### config.mk
export PLATFORM = sky130hd
export DESIGN_NAME = bp_me_stream_pump_in_gen
export DESIGN_NICKNAME = d
export VERILOG_FILES = /design/src/rtl/bp_me_pkg.sv /design/src/rtl/bp_me_stream_wraparound.sv /design/src/rtl/bp_me_stream_pump_in_gen.sv
export SDC_FILE = /design/constraint.sdc
export NUM_CORES = 1
export LEC_CHECK = 0
export BUFFER_PORTS_ARGS = -buffer_cell sky130_fd_sc_hd__clkbuf_2
export CAP_MARGIN = 15
export CELL_PAD_IN_SITES_DETAIL_PLACEMENT = 1
export CELL_PAD_IN_SITES_GLOBAL_PLACEMENT = 1
export CORE_ASPECT_RATIO = 0.9
export CORE_MARGIN = 2
export CORE_UTILIZATION = 47
export CTS_BUF_LIST = sky130_fd_sc_hd__clkbuf_8 sky130_fd_sc_hd__clkbuf_16
export DETAILED_ROUTE_END_ITERATION = 12
export PLACE_DENSITY = 0.85
export SYNTH_ARGS = -nofsm -noshare
export SYNTH_HDL_FRONTEND = slang
export SYNTH_SLANG_ARGS = --single-unit
### constraint.sdc
create_clock -name clk_i -period 8 [get_ports clk_i]
set_input_delay 1.6 -clock clk_i [delete_from_list [all_inputs] [get_ports clk_i]]
set_output_delay 1.6 -clock clk_i [all_outputs]
set_load 0.02 [all_outputs]
### src/rtl/bp_me_pkg.sv
// bp_me_pkg: BedRock mem header types, pump modes and beat-count helper shared by the inbound stream pump.
package bp_me_pkg;

    localparam int paddr_width_gp = 40;

    typedef enum logic [3:0] {
        e_bedrock_mem_rd    = 4'd0,
        e_bedrock_mem_wr    = 4'd1,
        e_bedrock_mem_uc_rd = 4'd2,
        e_bedrock_mem_uc_wr = 4'd3,
        e_bedrock_mem_pre   = 4'd4,
        e_bedrock_mem_amo   = 4'd5
    } bp_bedrock_mem_type_e;

    typedef enum logic [2:0] {
        e_bedrock_msg_size_1   = 3'd0,
        e_bedrock_msg_size_2   = 3'd1,
        e_bedrock_msg_size_4   = 3'd2,
        e_bedrock_msg_size_8   = 3'd3,
        e_bedrock_msg_size_16  = 3'd4,
        e_bedrock_msg_size_32  = 3'd5,
        e_bedrock_msg_size_64  = 3'd6,
        e_bedrock_msg_size_128 = 3'd7
    } bp_bedrock_msg_size_e;

    typedef struct packed {
        logic [7:0]                payload;
        bp_bedrock_msg_size_e      size;
        logic [paddr_width_gp-1:0] addr;
        logic [3:0]                subop;
        bp_bedrock_mem_type_e      msg_type;
    } bp_bedrock_mem_header_s;

    typedef enum logic [1:0] {
        e_pump_1to1,
        e_pump_1toN,
        e_pump_Nto1
    } bp_me_pump_mode_e;

    typedef enum logic {
        e_pump_idle,
        e_pump_stream
    } bp_me_pump_state_e;

    // Beats needed for 2^size bytes, floored at one beat and capped at a full block.
    function automatic int bp_me_num_beats(input logic [2:0] size_i, input int offset_i, input int max_log2_i);
        int l;
        l = int'(size_i) - offset_i;
        l = (l < 0) ? 0 : (l > max_log2_i) ? max_log2_i : l;
        return 1 << l;
    endfunction

endpackage

### src/rtl/bp_me_stream_wraparound.sv
// bp_me_stream_wraparound: combinational per-beat address from the critical address, beat count and message length.
module bp_me_stream_wraparound
    import bp_me_pkg::*;
#(
    parameter int paddr_width_p   = paddr_width_gp,
    parameter int stream_offset_p = 3,
    parameter int cnt_width_p     = 3
) (
    input  logic [paddr_width_p-1:0] base_addr_i,
    input  logic [cnt_width_p-1:0]   cnt_i,
    input  logic [cnt_width_p-1:0]   last_cnt_i,
    input  logic                     wrap_i,
    output logic [paddr_width_p-1:0] addr_o
);

    logic [cnt_width_p-1:0] crit_idx, step_idx, idx;

    // last_cnt_i is num_beats-1, a mask of the index bits that move within the message.
    assign crit_idx = base_addr_i[stream_offset_p +: cnt_width_p];
    assign step_idx = wrap_i ? crit_idx + cnt_i : cnt_i;
    assign idx      = (step_idx & last_cnt_i) | (crit_idx & ~last_cnt_i);

    always_comb begin
        addr_o = base_addr_i;
        addr_o[stream_offset_p +: cnt_width_p] = idx;
    end

endmodule

### src/rtl/bp_me_stream_pump_in_gen.sv
// bp_me_stream_pump_in_gen: buffers an inbound BedRock mem stream and presents per-beat header, address,
// data and beat index to a consumer FSM, handling 1:1, 1:N and N:1 beat conversion with sticky error detection.
module bp_me_stream_pump_in_gen
    import bp_me_pkg::*;
#(
    parameter int stream_data_width_p = 64,
    parameter int block_width_p       = 512,
    parameter int fifo_els_p          = 2,
    parameter int mem_stream_mask_p   = 0,
    parameter int fsm_stream_mask_p   = mem_stream_mask_p,
    parameter int wrap_mode_p         = 1,
    localparam int hdr_width_lp       = $bits(bp_bedrock_mem_header_s),
    localparam int stream_words_lp    = block_width_p / stream_data_width_p,
    localparam int cnt_width_lp       = (stream_words_lp > 1) ? $clog2(stream_words_lp) : 1
) (
    input  logic                           clk_i,
    input  logic                           reset_i,
    input  logic [hdr_width_lp-1:0]        mem_header_i,
    input  logic [stream_data_width_p-1:0] mem_data_i,
    input  logic                           mem_v_i,
    input  logic                           mem_last_i,
    output logic                           mem_ready_and_o,
    output logic [hdr_width_lp-1:0]        fsm_base_header_o,
    output logic [paddr_width_gp-1:0]      fsm_addr_o,
    output logic [stream_data_width_p-1:0] fsm_data_o,
    output logic                           fsm_v_o,
    input  logic                           fsm_yumi_i,
    output logic [cnt_width_lp-1:0]        fsm_cnt_o,
    output logic                           stream_new_o,
    output logic                           stream_done_o,
    output logic                           error_o
);

    localparam int stream_offset_lp  = $clog2(stream_data_width_p / 8);
    localparam int beats_log2_lp     = $clog2(stream_words_lp);
    localparam int ptr_width_lp      = (fifo_els_p > 1) ? $clog2(fifo_els_p) : 1;
    localparam int count_width_lp    = ptr_width_lp + 1;
    localparam logic [15:0] mem_mask_lp = 16'(mem_stream_mask_p);
    localparam logic [15:0] fsm_mask_lp = 16'(fsm_stream_mask_p);

    bp_bedrock_mem_header_s          hdr_mem_q [fifo_els_p];
    logic [stream_data_width_p-1:0]  data_mem_q [fifo_els_p];
    logic [fifo_els_p-1:0]           last_mem_q;
    logic [ptr_width_lp-1:0]         rptr_q, rptr_d, wptr_q, wptr_d;
    logic [count_width_lp-1:0]       count_q, count_d;
    logic                            push, pop, fifo_v, fifo_last;
    bp_bedrock_mem_header_s          fifo_hdr;

    assign mem_ready_and_o = count_q != count_width_lp'(fifo_els_p);
    assign push            = mem_v_i & mem_ready_and_o;
    assign fifo_v          = count_q != '0;
    assign fifo_hdr        = hdr_mem_q[rptr_q];
    assign fifo_last       = last_mem_q[rptr_q];
    assign fsm_data_o      = data_mem_q[rptr_q];

    always_comb begin
        wptr_d  = !push ? wptr_q : (wptr_q == ptr_width_lp'(fifo_els_p - 1)) ? '0 : wptr_q + 1'b1;
        rptr_d  = !pop ? rptr_q : (rptr_q == ptr_width_lp'(fifo_els_p - 1)) ? '0 : rptr_q + 1'b1;
        count_d = count_q + count_width_lp'(push) - count_width_lp'(pop);
    end

    always_ff @(posedge clk_i) begin
        if (reset_i) begin
            rptr_q  <= '0;
            wptr_q  <= '0;
            count_q <= '0;
        end else begin
            rptr_q  <= rptr_d;
            wptr_q  <= wptr_d;
            count_q <= count_d;
        end
    end

    always_ff @(posedge clk_i) begin
        if (push) begin
            hdr_mem_q[wptr_q]  <= bp_bedrock_mem_header_s'(mem_header_i);
            data_mem_q[wptr_q] <= mem_data_i;
            last_mem_q[wptr_q] <= mem_last_i;
        end
    end

    bp_me_pump_state_e         state_q, state_d;
    logic [cnt_width_lp-1:0]   cnt_q, cnt_d, last_cnt;
    logic                      err_q, err_d;
    bp_bedrock_mem_header_s    hdr_q, hdr_d, cur_hdr;
    logic [cnt_width_lp:0]     nb;
    logic                      fsm_multi, mem_multi, is_last, mem_final, cnt_up, restart;
    bp_me_pump_mode_e          mode;

    // In IDLE the header (and so the critical address) bypasses straight from the FIFO head.
    always_comb begin
        cur_hdr   = (state_q == e_pump_stream) ? hdr_q : fifo_hdr;
        nb        = (cnt_width_lp + 1)'(bp_me_num_beats(cur_hdr.size, stream_offset_lp, beats_log2_lp));
        fsm_multi = |nb[cnt_width_lp:1] & fsm_mask_lp[cur_hdr.msg_type];
        mem_multi = |nb[cnt_width_lp:1] & mem_mask_lp[cur_hdr.msg_type];
        mode      = (fsm_multi & !mem_multi) ? e_pump_1toN : (!fsm_multi & mem_multi) ? e_pump_Nto1 : e_pump_1to1;
        last_cnt  = (fsm_multi | mem_multi) ? nb[cnt_width_lp-1:0] - 1'b1 : '0;
        is_last   = cnt_q == last_cnt;
        mem_final = (mode == e_pump_1toN) | is_last;
        fsm_v_o   = fifo_v & ((mode != e_pump_Nto1) | is_last);
        pop       = (mode == e_pump_1toN) ? fsm_yumi_i & is_last & fifo_last
                  : (mode == e_pump_Nto1 & !is_last) ? fifo_v : fsm_yumi_i;
        cnt_up    = (mode == e_pump_Nto1) ? fifo_v & !is_last : fsm_yumi_i & !is_last;
        stream_done_o = fsm_yumi_i & is_last;
        stream_new_o  = fsm_v_o & ((mode == e_pump_Nto1) | (state_q == e_pump_idle));
        // A popped mem_last always ends the message, which also resynchronises after an error.
        restart   = stream_done_o | (pop & fifo_last);
        err_d     = err_q | (pop & (fifo_last != mem_final));
        state_d   = restart ? e_pump_idle : cnt_up ? e_pump_stream : state_q;
        cnt_d     = restart ? '0 : cnt_up ? cnt_q + 1'b1 : cnt_q;
        hdr_d     = (state_q == e_pump_idle & cnt_up) ? fifo_hdr : hdr_q;
    end

    always_ff @(posedge clk_i) begin
        if (reset_i) begin
            state_q <= e_pump_idle;
            cnt_q   <= '0;
            err_q   <= 1'b0;
            hdr_q   <= '0;
        end else begin
            state_q <= state_d;
            cnt_q   <= cnt_d;
            err_q   <= err_d;
            hdr_q   <= hdr_d;
        end
    end

    assign fsm_base_header_o = cur_hdr;
    assign fsm_cnt_o         = cnt_q;
    assign error_o           = err_q;

    bp_me_stream_wraparound #(
        .paddr_width_p  (paddr_width_gp),
        .stream_offset_p(stream_offset_lp),
        .cnt_width_p    (cnt_width_lp)
    ) wrap (
        .base_addr_i(cur_hdr.addr),
        .cnt_i      (cnt_q),
        .last_cnt_i (last_cnt),
        .wrap_i     (wrap_mode_p != 0),
        .addr_o     (fsm_addr_o)
    );

endmodule

==> impl_results.md, run 1 <==
* Status: finished clean
* Reg clk slew, reported paths at 0.06 ns
* Die Y at around 160 µm
* Cell Area, Synth at approximately 13000 µm²
* Setup crit end kind: output pin
* Total Wirelength at ~34000 µm
* Violation count after the first detailed-route iteration at roughly 540
* Crit start category: flip-flop
* Htree depth at 2
* Final worst-path cycle share at 0.612
* Mapped Nets at 956
* Global-route usage over all layers at 0.236
* Max VDD drop at 0.173 mV
* Die X at roughly 180 µm
* Buffers on Ports at 298
* Final HPWL DP at 20300 µm
* Post-cts hold buffer count at 0
* Pre-CTS WS at about 3.6 ns
* Post-synth cell types at 33
* I/O pin count at 299
* Grt total ovfl at 0
* Post-CTS Setup Inserts at 0
* Root Buffer: clkbuf_16
* Yosys warnings at 0
* Worst Setup Path Type: flip-flop to output pin
* CTS tree: done
* Max-slew headroom at 0.289
* Pin count of the biggest net entering global routing at 76
* FF+latch count, synth at 317
* Asr flop ratio synth at 0
* Skew-Pair Late Insertion Delay at 0.51 ns
* Final Skew at ~0.02 ns
* Routed Antenna Nets at 0
* Setup TNS at 0 ns
* Share of post-route cells with drive strength above 1 at 0.504
* RSZ-0062 raised after global routing: no
* Hold WC Path Type: flip-flop to flip-flop
* EDFF count, synth at around 250
* Worst Tran Pin Value at approximately 1.1 ns
* Predominant post-synthesis flop cell: edfxtp_1
* Clk buf depth at 3
* Vias at 7979
* Rows at 57
* DRC Markers at 0
* CTS sink cnt at between 300 and 400
* Non-Filler Instances at about 1400
* P per Cell Area at roughly 270 nW/µm²
* Routed len/inst at 23.4 µm
* Fin crit period at between 4 and 5 ns
* CP Data Required Time at ~6.4 ns
* Worst Path Arrival at 3.30 ns
* Max-slew violations at 0
* Fraction of the yosys area taken by sequential cells at 0.687
* Setup Viol. Count Final at 0
* Hold Slack at roughly 0.5 ns
* Vias in the first global route at 8881
* Synth Instances at about 820
* Nets@finish at about 1200
* DR vias/cell at roughly 5.5
* Clock buffer count from CTS at 35
* Routability cong. at approximately 0.75
* Drt first pass iters at 5
* Initial antenna violation count at 2
* Max-cap viol count at 0
* Placed insts at 1384
* Post-route worst setup slack at just over 3 ns
* PostCTS Resize Cnt at 0
* Crit path max fanout at 63
* Core area at roughly 27000 µm²
* Global-route wire length before repair at ~51000 µm
* Syn Area/Cell at 15.6 µm²
* Leak pwr at 0.00573 µW
* P&R area growth vs syn at 19.3%
* Die ar. at approximately 29000 µm²
* Max frequency at just over 200 MHz
* Fin. Hold Viols at 0
* Initial Utilization at 0.477
sequential cells by signal, indices dropped and copies added (netlist names), named ones only:
name	count
hdr_q	59
hdr_mem_q	118
error_o	1
state_q	1
data_mem_q	128
wptr_q	1
last_mem_q	2
fsm_cnt_o	3
count_q	2
rptr_q	1
worst max-delay path, stage by stage (launching register included):
cell and delay [ns]:
dfxtp_4 1.02, buf_4 0.81, mux2_2 0.44, mux2_2 0.30
clkbuf_2 0.17
final timing paths:
check / slack [ns] / endpoint / startpoint / cells after the start
worst min register to register: 0.50 / error_o / error_o / 2
worst max-delay path: 3.10 / fsm_addr_o[23] / flip-flop / 4
worst min-delay path: 0.50 / error_o / error_o / 2
worst max register to register: 5.08 / hdr_q[31] / flip-flop / 4
layer usage:
layer	wire, µm	vias to the layer above	GRT usage
met3	2640	43	0.0727
li1	-	3616	-
met5	0	-	0
met1	13500	4033	0.283
met4	491	0	0.0588
met2	17300	287	0.413
area by class of cell:
cell class / instances / area, µm²
repair buffers: 307 / 1560
clock inverters: 24 / 151
well taps: 354 / 443
multi-input cells: 400 / 3350
clock buffers: 39 / 953
inverters: 6 / 27.5
fillers: 2650 / 11600
diodes: 2 / 5.00
flip-flops and latches: 317 / 8840
layout by cell type (no fill, tap or decap), types with 7 or more instances in the layout:
cell       count
nor3_1        60
clkinv_2      10
mux2_2       167
a21oi_1       62
inv_1         12
clkbuf_16     37
mux2_4        14
dfxtp_1       67
nor2_1         7
buf_4          9
edfxtp_1     248
clkbuf_2     298
nor4_1        58
cells by family (layout without fill, tap and decap cells):
group                    Yosys count  count (layout)  synth area share
AO/OA/AOI/OAI                     65              65            0.0262
XOR/XNOR                           2               2           0.00136
adder cells (fa/ha/maj)            4               4           0.00390
buffers and inverters            107             376            0.0535
flip-flops                       317             317             0.687
multiplexers                     184             184             0.165
other                              0               2                 0
AND/OR/NAND/NOR                  145             145            0.0628
cell usage after synthesis, types with 3 or more instances:
cell type	number	area, µm²
a21oi_1	62	310
buf_2	24	120
buf_4	44	330
buf_6	12	135
clkbuf_1	20	75.1
dfxtp_1	69	1380
edfxtp_1	248	7450
ha_1	4	50.1
inv_1	5	18.8
mux2_2	167	1880
mux2_4	14	210
mux2i_1	3	30.0
nand2_1	4	15.0
nand2b_1	3	18.8
nand3_1	3	15.0
nor2_1	7	26.3
nor2b_1	3	18.8
nor3_1	60	300
nor4_1	58	363
power by group:
part           total (µW)  leakage, µW  internal, µW  switching [µW]
clock                1540     0.000585           891             649
sequential           1980      0.00287          1930            52.0
combinational         688      0.00228           246             442
total                4210      0.00573          3060            1140
stage by stage:
| step | power [µW] | cell area [µm²] | util |
|---|---|---|---|
| floorplan | 2490 | 12800 | - |
| global placement | 2660 | 14200 | 0.527 |
| detailed placement | 2700 | 14200 | 0.527 |
| CTS | 4250 | 15300 | 0.568 |
| global route | 4360 | 15300 | 0.568 |
| finish | 4210 | 15300 | 0.568 |
Note: power is estimated with default switching activity, not from simulation.
==> inputs of run 2 (changes only) <==
--- a/config.mk
+++ b/config.mk
@@ -11,10 +11,10 @@
 export CELL_PAD_IN_SITES_GLOBAL_PLACEMENT = 1
 export CORE_ASPECT_RATIO = 0.9
 export CORE_MARGIN = 2
-export CORE_UTILIZATION = 47
+export CORE_UTILIZATION = 40
 export CTS_BUF_LIST = sky130_fd_sc_hd__clkbuf_8 sky130_fd_sc_hd__clkbuf_16
 export DETAILED_ROUTE_END_ITERATION = 12
-export PLACE_DENSITY = 0.85
+export PLACE_DENSITY = 0.77
 export SYNTH_ARGS = -nofsm -noshare
 export SYNTH_HDL_FRONTEND = slang
 export SYNTH_SLANG_ARGS = --single-unit
==> constraint.sdc (replaced) <==
create_clock -name clk_i -period 4.3 [get_ports clk_i]
set_input_delay 0.86 -clock clk_i [delete_from_list [all_inputs] [get_ports clk_i]]
set_output_delay 0.86 -clock clk_i [all_outputs]
set_load 0.02 [all_outputs]
==> run 2 against run 1 <==
  * Global-route usage fell by 4.1 points
  * Clock-buffer cell count did not move
  * Critical path type unchanged
  * Core utilization fell by 8.1 points
  * Setup slack got worse by 2.2 ns
  * Clock skew rose by 0.0019 ns
  * Via count fell by 0.93%
  * Register-to-register slack got worse by 3.2 ns
  * Sequential share of layout area fell by 0.64 points
  * Design area rose by 1.1%
  * Final cell count rose by 4.3%
  * Critical path depth did not move
==> impl_results.md, run 2 (synthesized netlist as in run 1, its figures left out) <==
* Switching Fraction at 0.267
* Internal power at 5760 µW
* Die ar. at roughly 34000 µm²
* Buffers on Ports at between 200 and 300
* Routed len/inst at 21.8 µm
* Max-cap viol count at 0
* Clock power share at 0.369
* CP bufs+invs at 2
* Slowest cell on the critical path: dfxtp_4
* Core area at 31800 µm²
* Setup Viol. Count Final at 0
* Max reg flops at 128
* Root Buffer: clkbuf_16
* Regs by FF count: data_mem_q (128), hdr_mem_q (118), hdr_q (59)
* I/O pin count at around 300
* CTS tree: done
* Reg power frac at 0.465
* RSZ-0062 raised after global routing: no
* Final core utilization at 0.487
* Worst Setup Path Type: flip-flop to output pin
* Routability cong. at approximately 0.73
* Hold WC Path Type: flip-flop to flip-flop
* Net Sw Power at approximately 2100 µW
* Vias in the first global route at between 8000 and 9000
* Die Y at ~170 µm
* Initial antenna violation count at 2
* Setup crit end kind: output pin
* Reg clk slew, reported paths at about 0.06 ns
* Status: finished clean
* Logic pwr share at 0.166
* Final worst-path cycle share at 0.789
* Clk buf depth at 3
* Post-CTS Setup Inserts at 0
* Vias at around 7900
* Overall Power at 7850 µW
* R2R Setup Slk at between 1.5 and 2 ns
* Crit path cell chain: buf_4, mux2_2, mux2_2, clkbuf_2
* # diodes at 0
* Max VDD drop at around 0.37 mV
* Multi-input logic area at roughly 3400 µm²
* DR vias/cell at approximately 5.2
* Hold Slack at around 0.52 ns
* Commonest non-fill, non-tap cell in the layout: clkbuf_2
* Initial Utilization at 0.404
* Fill cells at 3220
* Stages on worst setup path at 4
* DRC Markers at 0
* Violation count after the first detailed-route iteration at ~300
* Post-cts hold buffer count at 0
* Max-slew headroom at 0.295
* Most frequent cells in the layout: 297 x clkbuf_2, 248 x edfxtp_1, 167 x mux2_2, 67 x dfxtp_1, 62 x a21oi_1
* Skew-Pair Late Insertion Delay at approximately 0.53 ns
* Leak pwr at a little under 0.006 µW
* Crit start category: flip-flop
* Global-route usage over all layers at 0.195
* CP Data Required Time at between 3 and 4 ns
* P per Cell Area at 507 nW/µm²
* Htree depth at 2
* Share of post-route cells with drive strength above 1 at 0.502
* Hold Path Stages at 2
* Critical Path Max Stage Delay at 0.64 ns
* Cell mode on critical path: mux2_2
* FF-to-FF path depth at 6
* Routed Antenna Nets at 0
* PostCTS Resize Cnt at 0
* Worst Tran Pin Value at roughly 1.1 ns
* Fin crit period at around 3.4 ns
* P&R area growth vs syn at 20.6%
* Nets@finish at roughly 1200
* Register area at about 8800 µm²
* Global-route wire length before repair at roughly 49000 µm
* Crit path max fanout at 29
* Max frequency at about 300 MHz
* Fin. Hold Viols at 0
* Pin count of the biggest net entering global routing at between 70 and 80
* Worst Path Arrival at between 2 and 3 ns
* Die X at between 150 and 200 µm
* Setup TNS at 0 ns
* CP top delay family: multiplexers
* Total Wirelength at between 30000 and 40000 µm
* Final HPWL DP at around 20000 µm
* Drt first pass iters at 4
* Biggest register: data_mem_q
* Final Skew at roughly 0.022 ns
* CTS sink cnt at approximately 320
* Rows at between 60 and 70
* Clock buffer count from CTS at 35
* Grt total ovfl at 0
* Max-slew violations at 0
## run 2: changes by cell type in the layout (fill, tap and decap cells not counted), moves of 2 or more
| cell | change |
|---|---|
| clkinv_2 | -7 |
| buf_12 | +4 |
| clkinv_1 | +2 |
| diode_2 | -2 |
## run 2: per-layer routing
layer,up-vias,GRT usage,share of wire
met2,280,0.326,0.48
li1,3611,-,-
met1,3968,0.245,0.42
met3,42,0.0614,0.079
met4,4,0.0496,0.015
met5,-,0,0.00073
## run 2: layout make-up
class / count / area share
Timing Repair Buffer: 311 / 0.106
Clock buffer: 39 / 0.0615
Multi-Input combinational cell: 400 / 0.216
Tap cell: 416 / 0.0336
Inverter: 6 / 0.00178
Clock inverter: 22 / 0.0107
Sequential cell: 317 / 0.570
## run 2: final timing paths
kind | startpoint | to
hold reg to reg | hdr_q[29] | hdr_q[29]
setup / recovery | flip-flop | fsm_addr_o[2]
hold / removal | hdr_q[29] | hdr_q[29]
setup reg to reg | fsm_cnt_o[0] | hdr_q[16]
## run 2: worst register-to-register path: stages (launching register included)
cell	delay [ns]
dfxtp_1	0.35
inv_1	0.10
ha_1	0.25
nor2b_4	0.89
buf_4	0.48
nor4_1	0.10
nor3_1	0.19
## run 2: stage by stage
| stage | setup slack, ns | cell area (µm²) | instances |
|---|---|---|---|
| after floorplan | 0.0347 | 12800 | 824 |
| after global placement | 1.42 | 14400 | 1450 |
| after detailed placement | 1.41 | 14400 | 1450 |
| after CTS | 0.834 | 15500 | 1511 |
| after global routing | 0.790 | 15500 | 1511 |
| final | 0.906 | 15500 | 1511 |
## run 2: power groups by stage
stage	clock, µW	sequential [µW]	combinational, µW
2_1_floorplan	0	3700	935
3_5_place_dp	0	3720	1320
4_1_cts	2980	3660	1320
6_report	2900	3650	1300
3_3_place_gp	0	3700	1300
5_1_grt	3080	3670	1390
==> inputs of run 3 (changes only) <==
--- a/config.mk
+++ b/config.mk
@@ -5,16 +5,17 @@
 export SDC_FILE = /design/constraint.sdc
 export NUM_CORES = 1
 export LEC_CHECK = 0
+export ABC_AREA = 1
 export BUFFER_PORTS_ARGS = -buffer_cell sky130_fd_sc_hd__clkbuf_2
 export CAP_MARGIN = 15
 export CELL_PAD_IN_SITES_DETAIL_PLACEMENT = 1
 export CELL_PAD_IN_SITES_GLOBAL_PLACEMENT = 1
 export CORE_ASPECT_RATIO = 0.9
 export CORE_MARGIN = 2
-export CORE_UTILIZATION = 40
+export CORE_UTILIZATION = 42
 export CTS_BUF_LIST = sky130_fd_sc_hd__clkbuf_8 sky130_fd_sc_hd__clkbuf_16
 export DETAILED_ROUTE_END_ITERATION = 12
-export PLACE_DENSITY = 0.77
+export PLACE_DENSITY = 0.8
 export SYNTH_ARGS = -nofsm -noshare
 export SYNTH_HDL_FRONTEND = slang
 export SYNTH_SLANG_ARGS = --single-unit
==> constraint.sdc (replaced) <==
create_clock -name clk_i -period 3.45 [get_ports clk_i]
set_input_delay 0.69 -clock clk_i [delete_from_list [all_inputs] [get_ports clk_i]]
set_output_delay 0.69 -clock clk_i [all_outputs]
set_load 0.02 [all_outputs]
==> run 3 against run 2 <==
  * First-iteration DRC count up 24%
  * Synthesized cell count rose by 31%
  * Worst hold slack got worse by 0.16 ns
  * Flip-flop and latch count unchanged
  * Die area is 5.5% lower
  * Register-to-register slack got worse by 0.60 ns
  * Clock-buffer cell count down 1
  * Final cell count rose by 16%
  * Sequential share of layout area shrank 0.080 points
  * Critical path depth increased by 2
  * Combinational power grew 12%
  * Critical path type unchanged
  * Critical endpoint is now fsm_base_header_o[36]
  * Largest power group unchanged
  * Highest routed layer is now met4
==> impl_results.md, run 3 <==
* Status: finished clean
* Vias in the first global route at 9304
* Max VDD drop at between 0.5 and 0.6 mV
* Share of post-route cells with drive strength above 1 at 0.323
* Rows at 60
* I/O pin count at 299
* Hold Path Stages at 1
* EDFF count, synth at approximately 250
* DRC Markers at 0
* Most frequent cell after synthesis: nand2_1
* Post-CTS Setup Inserts at 0
* FF-to-FF path depth at 6
* Cell taking the most area after synthesis: edfxtp_1
* Die Y at around 170 µm
* Worst Path Arrival at roughly 2.2 ns
* Max-slew headroom at 0.432
* Slowest cell on the critical path: dfxtp_4
* Max-slew violations at 0
* Initial Utilization at 0.426
* Hold path start: mem_data_i[40]
* Worst Setup Path Type: flip-flop to output pin
* Synth top area share at 0.585
* Crit start category: flip-flop
* Biggest register: data_mem_q
* Most frequent cells in the layout: 314 x nand2_1, 298 x clkbuf_2, 248 x edfxtp_1, 80 x inv_1, 67 x dfxtp_1
* RSZ-0062 raised after global routing: no
* Violation count after the first detailed-route iteration at about 370
* Die ar. at around 32000 µm²
* Routed Antenna Nets at 0
* Global-route usage over all layers at 0.209
* Crit path cell chain: buf_4, nand2_1, o21ai_0, nand2_1, nand2_1, clkbuf_2
* Pin count of the biggest net entering global routing at slightly below 70
* Reg clk slew, reported paths at approximately 0.060 ns
* Worst R2R Start: fsm_cnt_o[0]
* P&R area growth vs syn at 21.8%
* Drt first pass iters at 6
* Fill cells at about 3200
* Cell Area, Synth at between 10000 and 15000 µm²
* Post-cts hold buffer count at 0
* Max-cap viol count at 0
* Skew-Pair Late Insertion Delay at ~0.52 ns
* Final Skew at 0.0115 ns
* Fraction of the yosys area taken by sequential cells at 0.693
* Setup Viol. Count Final at 0
* Regs by FF count: data_mem_q (128), hdr_mem_q (118), hdr_q (59)
* Buffers on Ports at 298
* Total Wirelength at around 33000 µm
* Hold WC Path Type: input pin to flip-flop
* Overall Power at roughly 9900 µW
* Crit path max fanout at 33
* Yosys warnings at 0
* Hold endpoint: data_mem_q[0][40]
* Leak pwr at ~0.0063 µW
* Commonest cells in the netlist: 314 x nand2_1, 248 x edfxtp_1, 77 x inv_1, 69 x dfxtp_1, 64 x mux2_2
* Multi-input logic area at about 3000 µm²
* Syn Area/Cell at 11.8 µm²
* # diodes at 0
* Die X at approximately 190 µm
* Routability cong. at about 0.73
* CTS tree: done
* DR vias/cell at between 4 and 5
* Grt total ovfl at 0
* Predominant post-synthesis flop cell: edfxtp_1
* Setup TNS at 0 ns
* Global-route wire length before repair at around 51000 µm
* CP Data Required Time at 2.76 ns
* Worst Tran Pin Value at 0.852 ns
* Final HPWL DP at about 21000 µm
* Max frequency at approximately 340 MHz
* Clock buffer count from CTS at 35
* Synth area leaders: edfxtp_1 58%, dfxtp_1 11%, nand2_1 9.3%
* Setup crit end kind: output pin
* Final worst-path cycle share at 0.849
* Htree depth at 2
* Mapped Nets at about 1200
* Asr flop ratio synth at 0
* Commonest non-fill, non-tap cell in the layout: nand2_1
* Vias at 8746
* Fin crit period at between 2 and 3 ns
* CP top delay family: buffers and inverters
* Register area at 8830 µm²
* Cell mode on critical path: nand2_1
* PostCTS Resize Cnt at 0
* Root Buffer: clkbuf_16
* Nets@finish at about 1500
* R2r endpoint: hdr_q[32]
* Routed len/inst at approximately 19 µm
* FF+latch count, synth at around 320
* Core area at roughly 30000 µm²
* R2R Setup Slk at 1.24 ns
* Clk buf depth at 3
* Max reg flops at around 130
* Fin. Hold Viols at 0
* P per Cell Area at ~640 nW/µm²
* CP bufs+invs at 2
* Initial antenna violation count at 0
* Critical Path Max Stage Delay at 0.58 ns
* Synth Instances at about 1100
* Post-synth cell types at 20
* CTS sink cnt at 317
==> run 3: cell types whose count changed after synthesis, sizes merged, moves of 5 or more <==
cell   change
nand2    +310
mux2     -117
inv       +72
o21ai     +64
nor3      -59
nor4      -58
nand3     +57
nor2       +5
==> run 3: final cells by class <==
type                            count  area share
Timing Repair Buffer              314       0.109
Sequential cell                   317       0.569
Clock buffer                       38      0.0591
Tap cell                          403      0.0325
Inverter                           78      0.0190
Multi-Input combinational cell    585       0.193
Clock inverter                     25      0.0178
==> run 3: stage by stage <==
stage | cells | cell area [µm²] | hold slack, ns | setup WS [ns] | util
2_1_floorplan | 1079 | 12700 | 0.445 | -1.04 | -
3_3_place_gp | 1697 | 14300 | 0.451 | 1.18 | 0.479
3_5_place_dp | 1697 | 14300 | 0.456 | 1.04 | 0.479
4_1_cts | 1760 | 15500 | 0.335 | 0.467 | 0.519
5_1_grt | 1760 | 15500 | 0.335 | 0.348 | 0.519
6_report | 1760 | 15500 | 0.356 | 0.522 | 0.519
==> run 3: logic make-up after synthesis <==
group | share of synthesized area
flops | 0.693
mux | 0.0566
compound gates | 0.0508
fa+ha+maj | 0.00393
xor+xnor | 0.00138
simple gates | 0.121
buf+inv | 0.0737
==> run 3: worst max path at each step <==
stage	cells after the start	to
6_report	6	fsm_base_header_o[36]
5_1_grt	6	fsm_base_header_o[36]
4_1_cts	6	fsm_base_header_o[36]
3_5_place_dp	6	fsm_base_header_o[36]
3_3_place_gp	6	fsm_base_header_o[3]
2_1_floorplan	2	data_mem_q[1][0]
==> run 3: per-layer routing <==
layer	wire, µm	global-route usage
met2	16800	0.376
met5	0	0
met4	620	0.0568
met3	2700	0.0689
met1	13300	0.240
==> run 3: report_power, final <==
part,switching (µW),internal [µW]
Clock,1540,2320
Sequential,86.0,4460
Combinational,1020,436
Total,2650,7210
